==> src/rtl/alu_slice_sequencer.sv <==
// alu_slice_sequencer: bit-serial driver/collector for one single-bit
// function-generator slice. It feeds A/B bits LSB first, samples the
// slice's propagate/generate returns, and assembles a W-bit result and carry.
module alu_slice_sequencer #(
    parameter int W = 16
) (
    input  logic         clk,
    input  logic         rst_n,
    input  logic         in_valid,
    output logic         in_ready,
    input  logic [W-1:0] op_a,
    input  logic [W-1:0] op_b,
    input  logic [3:0]   op_sel,
    input  logic         op_m,
    input  logic         op_cin,
    output logic         fg_a,
    output logic         fg_b,
    output logic [3:0]   fg_s,
    input  logic         fg_x,
    input  logic         fg_y,
    output logic         out_valid,
    input  logic         out_ready,
    output logic [W-1:0] result,
    output logic         cout,
    output logic         zero
);

    localparam int CW = $clog2(W);

    typedef enum logic [1:0] {IDLE, RUN, DONE} state_t;

    state_t        state;
    logic [W-1:0]  a_sh;     // A shifted right each RUN cycle; bit 0 drives the slice
    logic [W-1:0]  b_sh;
    logic [W-1:0]  res_sh;   // result bits enter at the MSB and end up LSB-aligned
    logic [CW-1:0] cnt;
    logic          m_r;
    logic          carry;

    // Slice bits come straight from flops so they cannot glitch. After W
    // shifts with zero fill the operand registers are empty, which keeps
    // fg_a/fg_b at 0 outside RUN without any gating logic.
    assign fg_a   = a_sh[0];
    assign fg_b   = b_sh[0];
    assign result = res_sh;
    assign zero   = ~|res_sh;

    logic res_bit;
    logic carry_nx;

    // Per-bit combine of the slice returns with the running carry.
    always_comb begin
        res_bit  = m_r ? fg_x : (fg_x ^ carry);
        carry_nx = fg_y | (fg_x & carry);
    end

    // Sequencer FSM: accept, W slice cycles, hold result until consumed.
    always_ff @(posedge clk or negedge rst_n) begin
        if (!rst_n) begin
            state     <= IDLE;
            in_ready  <= 1'b1;
            out_valid <= 1'b0;
            a_sh      <= '0;
            b_sh      <= '0;
            fg_s      <= '0;
            m_r       <= 1'b0;
            carry     <= 1'b0;
            cnt       <= '0;
            res_sh    <= '0;
            cout      <= 1'b0;
        end else begin
            case (state)
                IDLE: begin
                    if (in_valid) begin
                        a_sh     <= op_a;
                        b_sh     <= op_b;
                        fg_s     <= op_sel;
                        m_r      <= op_m;
                        carry    <= op_cin & ~op_m;
                        cnt      <= '0;
                        res_sh   <= '0;
                        cout     <= 1'b0;
                        in_ready <= 1'b0;
                        state    <= RUN;
                    end
                end
                RUN: begin
                    a_sh   <= a_sh >> 1;
                    b_sh   <= b_sh >> 1;
                    res_sh <= {res_bit, res_sh[W-1:1]};
                    if (!m_r) carry <= carry_nx;
                    if (cnt == CW'(W - 1)) begin
                        // Last bit: counter parks here rather than wrapping.
                        state     <= DONE;
                        out_valid <= 1'b1;
                        fg_s      <= '0;
                        cout      <= ~m_r & carry_nx;
                    end else begin
                        cnt <= cnt + 1'b1;
                    end
                end
                DONE: begin
                    // in_ready stays low here, so a new request can only be
                    // taken the cycle after the result is consumed.
                    if (out_ready) begin
                        state     <= IDLE;
                        out_valid <= 1'b0;
                        in_ready  <= 1'b1;
                    end
                end
                default: state <= IDLE;
            endcase
        end
    end

endmodule

==> config.mk <==
export PLATFORM = sky130hd
export DESIGN_NAME = alu_slice_sequencer
export DESIGN_NICKNAME = d
export VERILOG_FILES = /design/src/rtl/alu_slice_sequencer.sv
export SDC_FILE = /design/constraint.sdc
export NUM_CORES = 1
export LEC_CHECK = 0
export ABC_AREA = 1
export CORE_UTILIZATION = 45
export CTS_BUF_LIST = sky130_fd_sc_hd__clkbuf_16
export DETAILED_ROUTE_END_ITERATION = 8
export GPL_ROUTABILITY_DRIVEN = 0
export PLACE_DENSITY = 0.78
export SKIP_CTS_REPAIR_TIMING = 1
export SLEW_MARGIN = 10
export SYNTH_ARGS = -nofsm -noshare
export SYNTH_HDL_FRONTEND = slang
export SYNTH_SLANG_ARGS = --single-unit
==> constraint.sdc <==
create_clock -name clk -period 1.44 [get_ports clk]
set_clock_uncertainty 0.2 [all_clocks]
set_input_delay 0.144 -clock clk [delete_from_list [all_inputs] [get_ports clk]]
set_output_delay 0.144 -clock clk [all_outputs]
set_load 0.005 [all_outputs]
==> results of run 1 <==
-- worst paths after layout --
kind	end	slack, ns
min in group asynchronous	result[9]	0.16
setup / recovery	zero	-0.10
hold / removal	fg_s[3]	0.15
setup reg to reg	b_sh[0]	0
hold reg to reg	a_sh[7]	0.27
max in group asynchronous	in_ready	0.63
-- placed cells by master, fill, tap and decap left out, types with 2 or more instances in the layout --
cell | synthesis | routed
nor2_1 | 14 | 12
o22ai_1 | 4 | 4
buf_6 | 4 | 11
dfrtp_2 | 0 | 2
nand2_4 | 0 | 2
nor2_4 | 0 | 2
nand2_1 | 213 | 196
o21ai_0 | 8 | 6
nand3_1 | 13 | 13
buf_2 | 9 | 2
clkdlybuf4s50_1 | 0 | 42
inv_1 | 26 | 28
nand4_1 | 3 | 3
clkbuf_16 | 0 | 13
dlymetal6s2s_1 | 0 | 25
nand2_2 | 2 | 15
o22ai_2 | 10 | 10
buf_4 | 4 | 31
buf_12 | 0 | 6
dfrtp_1 | 62 | 60
nand2_8 | 0 | 2
o21ai_1 | 1 | 3
clkinv_1 | 0 | 2
-- report_power, final --
group / internal, mW / total [mW] / switching (mW) / leakage, nW
clock network: 1.11 / 1.82 / 0.709 / 0.129
logic: 2.46 / 4.85 / 2.40 / 1.81
registers: 2.56 / 3.06 / 0.503 / 0.797
-- cells by family after synthesis --
logic type	Yosys count
adder cells (fa/ha/maj)	2
flip-flops	63
buffers and inverters	46
AO/OA/AOI/OAI	27
AND/OR/NAND/NOR	248
-- flip-flops by register name, summed over array words and instances (netlist names) --
signal / count
a_sh: 16
b_sh: 16
result: 16
cnt: 4
fg_s: 4
state: 2
carry: 1
cout: 1
in_ready: 1
m_r: 1
out_valid: 1
-- Yosys cell counts --
cell,number,area (um^2)
o21ai_0,8,40.0
o211ai_1,1,7.51
nand4_1,3,18.8
nor2_1,14,52.6
a21oi_1,1,5.00
o31ai_1,1,7.51
nand2_2,2,12.5
or2_2,1,6.26
inv_2,3,11.3
buf_4,4,30.0
inv_1,26,97.6
nand3_1,13,65.1
dfrtp_1,62,1550
o22ai_1,4,25.0
nand2_1,213,800
dfstp_2,1,26.3
ha_1,2,25.0
o21ai_1,1,5.00
and3_1,1,6.26
o22ai_2,10,125
nor2_2,1,6.26
buf_6,4,45.0
buf_2,9,45.0
a21o_1,1,7.51
-- final cells by class --
cell class / instances / area (um^2) / share of cell area
Multi-Input combinational cell: 277 / 1310 / 0.280
Tap cell: 77 / 96.3 / 0.0206
Clock buffer: 9 / 225 / 0.0481
Inverter: 29 / 116 / 0.0249
Sequential cell: 63 / 1580 / 0.338
Clock inverter: 5 / 20.0 / 0.00428
Timing Repair Buffer: 122 / 1330 / 0.284
-- worst register-to-register path, stage by stage (launching register included) --
cell	delay [ns]
dfrtp_2	0.44
buf_12	0.15
nand2_8	0.10
nand2_8	0.09
clkbuf_16	0.20
nand2_1	0.10
nand2_1	0.06
-- per-layer routing --
layer  part of all wire  global-route usage  up-vias
met4              0.024              0.0972        0
li1                   -                   -     1431
met1               0.41               0.273     1386
met2               0.51               0.364      107
met3              0.057              0.0376       23
met5                  0                   0        -
-- metrics by stage --
stage | hold slack [ns] | TNS [ns]
2_1_floorplan | -0.352 | 0
3_3_place_gp | -0.0365 | -2.16
3_5_place_dp | -0.0397 | -2.73
4_1_cts | -0.374 | -4.16
5_1_grt | 0.171 | -0.829
6_report | 0.151 | -0.104
==> impl_results.md, run 1 <==
- Synth Area in XOR/XNOR: 0
- TritonCTS buffer count: 9
- Delay of the slowest cell on the worst path: between 0.3 and 0.4 ns
- Longest Clk Path Bufs: 2
- Reg2reg start: state[0]
- Mapped Cells: about 390
- Maximum VDD drop: ~1.1 mV
- Total number of vias: 2947
- Routed WL per cell: between 10 and 15 um
- Initial DRC count: 190
- Post-Synth Adder-Cell Area: 0.00828
- CTS sink cnt: 63
- P&R area growth vs syn: 54.9%
- Final period utilization: 1.07
- Hold Path Class: input port to flop
- Pre-antenna DRT Iters: 7
- WP data arrival: around 1.2 ns
- WHS Path Cells: 3
- Final Power: 9.74 mW
- Cell area after placement: about 4000 um^2
- Initial Util: 0.470
- Cell variety after synth: 24
- Critical path class: flop to primary output
- Post-Synth Simple-Gate Area: 0.320
- All-layer global routing usage: 0.216
- Clock H-tree levels: 3
- Final Setup Violations: 1
- Post-Place Setup Slack: -0.0866 ns
- Nets: between 500 and 600
- Max-cap violations: 0
- Crit-path cells: buf_4 -> nor2_2 -> nand4_1 -> nor2_1 -> buf_2
- Mux cell area share after synthesis: 0
- Largest family of logic cells by synthesized area: simple AND/OR/NAND/NOR gates
- Pin count of the biggest net entering global routing: 40
- CP max stage cell: dfrtp_1
- IO buf count: between 60 and 70
- Clk_lat worst skew: ~0.32 ns
- Cells on worst reg2reg path: 6
- Setup ws final: -0.104 ns
- Relative slew slack: 0.873
- Cell depth of the worst setup path: 5
- Global-route wire length before repair: 12.1 mm
- Compound-Gate Fraction of Synth Area: 0.0737
- Critical path required time: 1.10 ns
- Die ar.: roughly 7000 um^2
- Worst slew pin tran: ~0.19 ns
- Worst setup EP type: primary output
- Clock Tree Root: clkbuf_16
- Io pins: 70
- Peak Freq: ~650 MHz
- Syn Nets: approximately 430
- Min-delay src: op_sel[3]
- Hold Vio Cnt, Final: 0
- Slew Viols, Final: 0
- Startpoint Class: flop
- Final core occ: 0.729
- Initial antenna violation count: 0
- Syn Std Cell Area: 3020 um^2
- Final cell count without fillers: between 500 and 600
- CTS tree: built
- Buf/Inv on CP: 2
- RSZ-0062 raised after global routing: yes
- Post-DRT Antenna Nets: 0
- Cell family with most CP delay: flip-flops
- Post-Syn Area per Cell: 7.83 um^2
- Via density: between 5 and 6
- Outcome: complete, but fails checks
- Crit path max fanout: 2
- Core footprint: 6420 um^2
- Chip Height: about 84 um
- Pwr per Cell Area: approximately 2100 nW/um^2
- Failing checks: design-rule violations, negative setup slack
- Leakage: between 2 and 3 nW
- Fin area: between 4000 and 5000 um^2
- Antenna diodes: 0
- Ratio of cells with drive above 1 in the final layout: 0.206
- CP startpoint: result[14]
- Synth warn: 0
- Cell count after placement: approximately 550
- Clk pin slew, worst setup/hold paths: around 0.050 ns
- Routed WL: ~8.4 mm
- DR DRC count: 18
- Fillers: 425
- Gr ovfl total: 0
- Min cycle time layout: 1.54 ns
- # rows: 29
- Vias in the first global route: around 2800
- Post-DP HPWL: 4.74 mm
- Seq/Total Area, Yosys: 0.522
- #FFs+latches synth: 63
- Die X: 83.9 um
Power figures use the tool's default switching activity.
==> inputs of run 2 (changes only) <==
- CTS_CLUSTER_SIZE: unset -> 16
- SLEW_MARGIN: 10 -> 20
==> results of run 2 <==
Final layout, timing and power as in run 1 (identical DEF).
